<file path="src/rtl/dehaze_transmittance_est_if.sv">
// Pixel stream into and out of the transmittance estimator.
// The master side drives dark/syncs; the slave side returns transmittance and delayed syncs.
interface dehaze_transmittance_est_if #(
  parameter int DW = 8
);
  logic [DW-1:0] i_dark;
  logic          i_hsync;
  logic          i_vsync;
  logic          i_de;
  logic [DW-1:0] o_transmittance;
  logic          o_hsync;
  logic          o_vsync;
  logic          o_de;

  modport master (
    output i_dark, i_hsync, i_vsync, i_de,
    input  o_transmittance, o_hsync, o_vsync, o_de
  );

  modport slave (
    input  i_dark, i_hsync, i_vsync, i_de,
    output o_transmittance, o_hsync, o_vsync, o_de
  );
endinterface

</file>
<file path="src/rtl/dehaze_transmittance_est.sv">
// Per-pixel transmittance t = 1 - omega*dark/A, with A = previous frame's dark maximum.
// The reciprocal of A is computed serially during vblank and committed atomically.
//
// state | meaning
// IDLE  | active A / 1/A / omega in use, no division pending
// DIV   | restoring division of (2^(DW+FRAC)-1) by a_next, one quotient bit per cycle
// LOAD  | commit a_next, recip, omega_next to the active set
module dehaze_transmittance_est #(
  parameter int DW   = 8,
  parameter int FRAC = 16
) (
  input  logic                         pixelclk,
  input  logic                         reset_n,
  dehaze_transmittance_est_if.slave    pix,
  input  logic [7:0]                   i_omega,
  input  logic [DW-1:0]                i_a_min,
  input  logic [DW-1:0]                i_thre,
  output logic [DW-1:0]                o_atmos,
  output logic                         o_recip_busy
);
  localparam int RW = DW + FRAC;
  localparam int PW = DW + 8;
  localparam int MW = PW + RW;
  localparam int CW = $clog2(RW + 1);
  localparam logic [DW-1:0] DMAX = '1;

  typedef enum logic [1:0] {IDLE, DIV, LOAD} div_state_t;

  div_state_t    state;
  logic          vsync_q;
  logic          busy;
  logic [DW-1:0] frame_max;
  logic [DW-1:0] a_next;
  logic [DW-1:0] a_act;
  logic [7:0]    omega_next;
  logic [7:0]    omega_act;
  logic [RW-1:0] recip;
  logic [RW-1:0] recip_act;
  logic [DW-1:0] rem;
  logic [CW-1:0] div_cnt;

  logic          frame_edge;
  logic [DW-1:0] a_cand;
  logic [DW:0]   rem_shift;
  logic          rem_ge;
  logic [DW-1:0] rem_diff;

  assign frame_edge = pix.i_vsync & ~vsync_q;

  always_comb begin
    a_cand = (frame_max > i_a_min) ? frame_max : i_a_min;
    if (a_cand == '0) a_cand = DW'(1);
  end

  // The dividend is all ones, so every restoring step shifts in a 1.
  assign rem_shift = {rem, 1'b1};
  assign rem_ge    = rem_shift >= {1'b0, a_next};
  assign rem_diff  = rem_shift[DW-1:0] - a_next;

  always_ff @(posedge pixelclk) begin
    if (!reset_n) begin
      state      <= IDLE;
      vsync_q    <= 1'b0;
      busy       <= 1'b0;
      frame_max  <= '0;
      a_next     <= '0;
      a_act      <= '0;
      omega_next <= '0;
      omega_act  <= '0;
      recip      <= '0;
      recip_act  <= '0;
      rem        <= '0;
      div_cnt    <= '0;
    end else begin
      vsync_q <= pix.i_vsync;
      if (frame_edge) begin
        // A boundary always restarts the division, even mid-DIV or in LOAD.
        frame_max  <= pix.i_de ? pix.i_dark : '0;
        a_next     <= a_cand;
        omega_next <= i_omega;
        rem        <= '0;
        recip      <= '0;
        div_cnt    <= CW'(RW - 1);
        state      <= DIV;
        busy       <= 1'b1;
      end else begin
        if (pix.i_de && (pix.i_dark > frame_max)) frame_max <= pix.i_dark;
        case (state)
          DIV: begin
            rem   <= rem_ge ? rem_diff : rem_shift[DW-1:0];
            recip <= {recip[RW-2:0], rem_ge};
            if (div_cnt == '0) state <= LOAD;
            else div_cnt <= div_cnt - 1'b1;
          end
          LOAD: begin
            a_act     <= a_next;
            recip_act <= recip;
            omega_act <= omega_next;
            state     <= IDLE;
            busy      <= 1'b0;
          end
          default: state <= IDLE;
        endcase
      end
    end
  end

  logic [DW-1:0] s1_d;
  logic [PW-1:0] s2_p;
  logic [DW-1:0] s3_q;
  logic [DW-1:0] s4_t;
  logic [DW-1:0] s5_out;
  logic [4:0]    hs_sr;
  logic [4:0]    vs_sr;
  logic [4:0]    de_sr;
  logic [MW-1:0] prod;
  logic [MW-1:0] q_full;
  logic [DW-1:0] q_sat;

  assign prod   = MW'(s2_p) * MW'(recip_act);
  assign q_full = prod >> (8 + FRAC);
  assign q_sat  = (q_full > MW'(DMAX)) ? DMAX : q_full[DW-1:0];

  always_ff @(posedge pixelclk) begin
    if (!reset_n) begin
      s1_d   <= '0;
      s2_p   <= '0;
      s3_q   <= '0;
      s4_t   <= '0;
      s5_out <= '0;
      hs_sr  <= '0;
      vs_sr  <= '0;
      de_sr  <= '0;
    end else begin
      s1_d   <= pix.i_dark;
      s2_p   <= PW'(s1_d) * PW'(omega_act);
      s3_q   <= q_sat;
      s4_t   <= DMAX - s3_q;
      s5_out <= de_sr[3] ? ((s4_t > i_thre) ? s4_t : i_thre) : '0;
      hs_sr  <= {hs_sr[3:0], pix.i_hsync};
      vs_sr  <= {vs_sr[3:0], pix.i_vsync};
      de_sr  <= {de_sr[3:0], pix.i_de};
    end
  end

  assign pix.o_transmittance = s5_out;
  assign pix.o_hsync         = hs_sr[4];
  assign pix.o_vsync         = vs_sr[4];
  assign pix.o_de            = de_sr[4];
  assign o_atmos             = a_act;
  assign o_recip_busy        = busy;
endmodule
</file>
<file path="src/flat_wrapper.sv">
// flat-port wrapper written by rule: the top's interface ports become plain ports
module dehaze_transmittance_est_flat 
#(
  parameter int DW   = 8,
  parameter int FRAC = 16
)
  (pixelclk, reset_n, i_omega, i_a_min, i_thre, o_atmos, o_recip_busy, pix_i_dark, pix_i_hsync, pix_i_vsync, pix_i_de, pix_o_transmittance, pix_o_hsync, pix_o_vsync, pix_o_de);
  dehaze_transmittance_est_if #(.DW(DW)) pix_i ();
  input  logic pixelclk;
  input  logic reset_n;
  input  logic [7:0] i_omega;
  input  logic [DW-1:0] i_a_min;
  input  logic [DW-1:0] i_thre;
  output logic [DW-1:0] o_atmos;
  output logic o_recip_busy;
  input wire logic [$bits(pix_i.i_dark)-1:0] pix_i_dark;
  input wire logic [$bits(pix_i.i_hsync)-1:0] pix_i_hsync;
  input wire logic [$bits(pix_i.i_vsync)-1:0] pix_i_vsync;
  input wire logic [$bits(pix_i.i_de)-1:0] pix_i_de;
  output wire logic [$bits(pix_i.o_transmittance)-1:0] pix_o_transmittance;
  output wire logic [$bits(pix_i.o_hsync)-1:0] pix_o_hsync;
  output wire logic [$bits(pix_i.o_vsync)-1:0] pix_o_vsync;
  output wire logic [$bits(pix_i.o_de)-1:0] pix_o_de;
  assign pix_i.i_dark = pix_i_dark;
  assign pix_i.i_hsync = pix_i_hsync;
  assign pix_i.i_vsync = pix_i_vsync;
  assign pix_i.i_de = pix_i_de;
  assign pix_o_transmittance = pix_i.o_transmittance;
  assign pix_o_hsync = pix_i.o_hsync;
  assign pix_o_vsync = pix_i.o_vsync;
  assign pix_o_de = pix_i.o_de;
  dehaze_transmittance_est #(.DW(DW), .FRAC(FRAC)) u_core (.pixelclk(pixelclk), .reset_n(reset_n), .pix(pix_i), .i_omega(i_omega), .i_a_min(i_a_min), .i_thre(i_thre), .o_atmos(o_atmos), .o_recip_busy(o_recip_busy));
endmodule
</file>
<file path="config.mk">
export PLATFORM = sky130hd
export DESIGN_NAME = dehaze_transmittance_est_flat
export DESIGN_NICKNAME = d
export VERILOG_FILES = /design/src/rtl/dehaze_transmittance_est_if.sv /design/src/rtl/dehaze_transmittance_est.sv /design/src/flat_wrapper.sv
export SDC_FILE = /design/constraint.sdc
export NUM_CORES = 1
export LEC_CHECK = 0
export BUFFER_PORTS_ARGS = -buffer_cell sky130_fd_sc_hd__clkbuf_2
export CORE_ASPECT_RATIO = 1.1
export CORE_UTILIZATION = 30
export DETAILED_ROUTE_END_ITERATION = 8
export MAX_ROUTING_LAYER = met4
export SKIP_CTS_REPAIR_TIMING = 1
export SYNTH_ARGS = -nofsm -noshare
export SYNTH_HDL_FRONTEND = slang
export SYNTH_SLANG_ARGS = --single-unit
</file>
<file path="constraint.sdc">
create_clock -name pixelclk -period 17.5 [get_ports pixelclk]
set_input_delay 3.5 -clock pixelclk [delete_from_list [all_inputs] [get_ports pixelclk]]
set_output_delay 3.5 -clock pixelclk [all_outputs]
set_load 0.05 [all_outputs]
</file>
# == Word level (Yosys, flattened, before mapping) ==
# Index checks and enable logic that the tools add are counted.
# totals
out_inout_bits,20
ramBits,0
elab_cells,70
mem_bits_ro,0
inputBits,37
reg_bits,168
latchBits,0
memories,0
# op_classes
order_cmp,5
shift,0
muxes,16
n_addsub,3
eq_ne,4
n_div,0
bitwise_logic,6
mul,2
n_reduce_logical,12
# op_table
cell,n
8-bit two-way mux,8
16-bit by 24-bit multiplier with 40-bit output,1
8-bit greater-than comparator,3
16-bit by 8-bit greater-than comparator with 1-bit output (second input constant),1
8-bit by 8-bit multiplier with 16-bit output,1
5-bit two-way mux,3
9-bit by 8-bit >= comparator with 1-bit output,1
8-bit logical NOT,1
2-bit AND reduction,4
8-bit subtractor,1
8-bit subtractor (first input constant),1
2-bit nonzero test,3
5-bit logical NOT,1
1-bit two-way mux,5
1-bit inverter,5
5-bit by 1-bit subtractor with 5-bit output (second input constant),1
3-bit by 1-bit inequality test with 1-bit output (second input constant),1
3-bit OR reduction,1
2-bit by 1-bit == test with 1-bit output (second input constant),1
2-bit == test (second input constant),1
2-bit by 1-bit inequality test with 1-bit output (second input constant),1
2-bit OR reduction,1
1-bit bitwise AND,1
1-bit logical AND,1

# == Longest topological paths before layout ==
# depth
ltp_word,4
mapped_depth,25
ltp_nobuf,23

# == Least setup slack after synthesis ==
# OpenSTA, ideal clock, no wires.
# synth_path
path_type,flip-flop to flip-flop
from,register u_core.recip_act[21]
to,register u_core.s3_q[7]
arrival_ps,6510
path_slack_ps,10853
t_required_ps,17363
setup_ps,137
stages_incl_launch_ff,25
synth_period_minus_slack_ps,6647
n_path_buf,2
path_cell_list,dfxtp_1 clkbuf_1 clkbuf_1 nand2_1 fa_1 inv_1 fa_1 inv_1 fa_1 inv_1 fa_1 fa_1 inv_1 fa_1 inv_1 ha_1 nand4_1 or3_1 or4_1 o221a_2 a21o_2 a211oi_1 o211a_1 a41o_4 o211ai_2
# synth_between
elab_chain_len,3
# synth_lines
element,line,text
start: declaration,dehaze_transmittance_est.sv:38,logic [RW-1:0] recip_act;
start signal: assignment,dehaze_transmittance_est.sv:97,recip_act <= recip;
16-bit by 24-bit multiplier with 40-bit output *,dehaze_transmittance_est.sv:120,assign prod = MW'(s2_p) * MW'(recip_act);
16-bit by 8-bit greater-than comparator with 1-bit output,dehaze_transmittance_est.sv:122,assign q_sat = (q_full > MW'(DMAX)) ? DMAX : q_full[DW-1:0];
8-bit two-way mux *,dehaze_transmittance_est.sv:122,
end signal: assignment,dehaze_transmittance_est.sv:137,s3_q <= q_sat;
end: declaration,dehaze_transmittance_est.sv:110,logic [DW-1:0] s3_q;
# Mark *: on every way between the ends. The rest lies on a longest branch, timed or not.
# A chain may end at the register's enable or synchronous reset.

# == Final worst setup path ==
# layout_path
from,register u_core.s2_p[7]
to,register u_core.s3_q[5]
# layout_between
elab_chain_len,3
# layout_lines
element,line,text
start: declaration,dehaze_transmittance_est.sv:109,logic [PW-1:0] s2_p;
start signal: assignment,dehaze_transmittance_est.sv:136,s2_p <= PW'(s1_d) * PW'(omega_act);
16-bit by 24-bit multiplier with 40-bit output *,dehaze_transmittance_est.sv:120,
16-bit by 8-bit greater-than comparator with 1-bit output,dehaze_transmittance_est.sv:122,
8-bit two-way mux *,dehaze_transmittance_est.sv:122,
# Marked as above.

==> flow_summary.ini <==
[clock_tree]
clk_pin_slew_worst_paths_ns = 0.08
worstSkewPairLatency_ns = 0.47
cts_buffers = 17
root_buffer = clkbuf_16
cts_tree = done
cts.path.max_buffers = 2
htreeDepth = 4
cts_sinks = 167

[setup_path]
critPathMaxFanout = 24
ff2ff_path_depth = 19
r2r-end = u_core.s3_q[5]
critical_path.endpoint_type = register
critPathArrivalTime_ns = 7.86
r2r_start = u_core.s2_p[7]
crit_required_ns = 17.81
cpPeakStageDelay_ns = 1.19
cp_cell_sequence = nand2_1 -> fa_1 -> inv_1 -> fa_1 -> fa_1 -> fa_1 -> fa_1 -> inv_1 -> fa_1 -> inv_1 -> ha_1 -> a21oi_1 -> o21ai_0 -> or4b_2 -> or3_1 -> and3_1 -> or4_1 -> o211ai_2 -> o211ai_1
path_common_cell = fa_1
cp_top_family = adder cells
critPathKind = reg2reg
reg2reg_slack_ns = 9.95
cp_slowest_cell = dfxtp_1
crit_buf_inv = 3
start_kind = register

[sta]
worst_clock_skew_ns = 0.0144
fin_crit_ns = 7.55
maxSlewViolCount = 0
hold_violations = 0
setup_tns_ns = 0
timing.fmax_mhz = 133
min_period_over_period_pct = 43.1
setup-violations-final = 0
slew_headroom_pct = 12.7
grt_setup_unrepaired = false
tightest_slew_ns = 1.31

[drt]
routed_wl_um = 47300
drt_iter0_drc = 622
via_per_inst = 4.63
drtPass1Iterations = 5
via_count = 14874
drc = 0
drtAntennaViolNets = 0
drt-wirelength-per-cell_um = 14.7

[synthesis]
synth_cell_types = 71
yosys.area.top_type = fa_1
yosys_most_used_dff = dfxtp_1
ys_top_cells_by_area = fa_1 33%, dfxtp_1 16%, ha_1 11%
synth_area_sq_um = 20400
synth_edf_count = 0
ys_seq_elements = 167
yosysWarnings = 0
synth_top_area_share_pct = 33.5
synthCells = 2356
yosysSeqAreaShare_pct = 16.3
ys_async_sr_fraction_pct = 0
syn_nets = 2912
syn_area_per_cell_sq_um = 8.68

[global_route]
grt_max_degree = 75
met1_usage_pct = 18.6
grt_pass1_wl_um = 80000
grt_pass1_vias = 15711
grt.busiest_layer = met2
use_met2_pct = 25.1
overflow = 0
gr-usage-all-layers_pct = 14.9
met3_usage_pct = 2.09
grt_antenna_before_repair = 1

[floorplanning]
dieArea_sq_um = 69200
start_util_pct = 30.3
ioPinCount = 57
core_sq_um = 67600
die_w_um = 251
rows = 100
die_y_um = 276

[cells_and_area]
post-route-util_pct = 32.6
fillers = 7110
drive_above_1_share_pct = 4.95
layoutNonFillerInstCount = 3210
areaGrowthSynthToFinish_pct = 7.56
fin_nets = 2886
antenna_cells = 0

[place]
gp_congestion = 0.886
dpl.hpwl_um = 36500
dp.cells = 3178
port_buffers = 56

[power_and_ir_drop]
p_leak_nw = 10.4
worst_ir_drop_vdd_mv = 0.0895
power.density_nw_per_um2 = 39.6

[worst_hold_path]
holdPathStages = 1
min-delay-start = u_core.s3_q[4]
min_path_type = reg2reg
hold_path_end = u_core.s4_t[4]

[run]
cap_violations = 0

[run_status]
status = completed
==> cell usage in the layout (no fill, tap or decap), types with 16 or more instances in the layout <==
cell       synthesis  final
clkbuf_16          0     17
xnor2_1           16     16
nand4_1           16     16
nor2_1            79     79
o21ai_0           32     32
clkbuf_2           1     56
nand2_1          423    423
and2_1           214    214
a21o_1            22     22
dfxtp_1          167    167
inv_1            443    442
fa_1             342    342
a21oi_1          115    115
ha_1             177    177
mux2i_1           20     20
==> where the power goes <==
part / internal [mW] / total [mW] / switching (mW) / leakage, nW
Combinational: 0.0339 / 0.0846 / 0.0507 / 8.76
Clock: 0.193 / 0.386 / 0.193 / 0.287
Sequential: 0.390 / 0.401 / 0.0102 / 1.36
Total: 0.617 / 0.871 / 0.254 / 10.4
==> worst register-to-register path: stages, from the launching register on <==
cell and delay [ns]:
dfxtp_1 1.19, nand2_1 0.22, fa_1 0.59, inv_1 0.05, fa_1 0.48, fa_1 0.60, fa_1 0.45, fa_1 0.50
inv_1 0.05, fa_1 0.47, inv_1 0.04, ha_1 0.34, a21oi_1 0.22, o21ai_0 0.13, or4b_2 0.64, or3_1 0.39
and3_1 0.18, or4_1 0.52, o211ai_2 0.17, o211ai_1 0.15
==> final cells by class <==
cell class	count	area (sq um)	area share (%)
inverters	444	1670	7.58
multi-input cells	1637	15000	68.0
well taps	867	1080	4.93
clock inverters	15	176	0.802
clock buffers	17	425	1.93
flip-flops and latches	167	3340	15.2
repair buffers	63	333	1.51
==> state kept, by name, indices dropped and copies added, names as in the netlist, 8 cells and up <==
signal / flops
u_core.s1_d: 8
u_core.s2_p: 16
u_core.frame_max: 8
u_core.s3_q: 8
u_core.rem: 8
u_core.recip: 24
u_core.pix.o_transmittance: 8
u_core.omega_act: 8
u_core.recip_act: 24
u_core.omega_next: 8
u_core.a_next: 8
u_core.o_atmos: 8
u_core.s4_t: 8
==> how the worst max path moves through the flow <==
stage / startpoint / endpoint / depth (start not counted)
2_1_floorplan: u_core.recip_act[21] / u_core.s3_q[7] / 24
3_3_place_gp: u_core.s2_p[7] / u_core.s3_q[5] / 19
3_5_place_dp: u_core.s2_p[7] / u_core.s3_q[2] / 19
4_1_cts: u_core.s2_p[7] / u_core.s3_q[5] / 19
5_1_grt: u_core.s2_p[7] / u_core.s3_q[0] / 19
6_report: u_core.s2_p[7] / u_core.s3_q[5] / 19
==> synth_stat cells, drive strengths merged (2+ instances only) <==
| library cell | instances |
|---|---|
| a31oi | 5 |
| a2111oi | 2 |
| o21ai | 34 |
| xor2 | 12 |
| xnor2 | 16 |
| and2 | 216 |
| inv | 444 |
| o211a | 2 |
| nor2 | 79 |
| nor4 | 4 |
| or4 | 3 |
| nand3 | 14 |
| nor3 | 14 |
| clkbuf | 98 |
| and3 | 7 |
| a21boi | 5 |
| o211ai | 14 |
| a211o | 6 |
| buf | 9 |
| o21a | 8 |
| mux2i | 20 |
| a21o | 23 |
| nor2b | 12 |
| ha | 177 |
| nand2b | 8 |
| nand4 | 17 |
| o21bai | 2 |
| a22o | 10 |
| or3 | 7 |
| o221ai | 2 |
| a21oi | 115 |
| a211oi | 8 |
| or2 | 2 |
| nand2 | 423 |
| nor3b | 3 |
| a41o | 2 |
| dfxtp | 167 |
| o22ai | 8 |
| fa | 342 |
==> cells by family after synthesis <==
logic type / after synthesis / share of synthesized area, %
AND/OR/NAND/NOR: 813 / 18.7
buffers and inverters: 552 / 10.5
adder cells (fa/ha/maj): 519 / 44.3
AO/OA/AOI/OAI: 257 / 7.95
flip-flops: 167 / 16.3
XOR/XNOR: 28 / 1.20
multiplexers: 20 / 0.979
==> routing by layer <==
metal | routed length (um) | vias up | part of all wire (%)
met5 | 0 | - | 0
met4 | 845 | 0 | 1.8
met3 | 1770 | 61 | 3.7
met2 | 23100 | 292 | 49
met1 | 21600 | 7361 | 46
li1 | - | 7160 | -
==> per-stage QoR <==
stage	worst slack, ns	power [mW]	area, sq um	hold slack, ns
floorplan	10.85	0.470	20400	0.363
global placement	10.13	0.494	21400	0.378
detailed placement	10.03	0.495	21400	0.372
CTS	10.00	0.884	22000	0.379
global route	9.64	0.912	22000	0.383
finish	9.95	0.871	22000	0.377
Power figures use the tool's default switching activity.
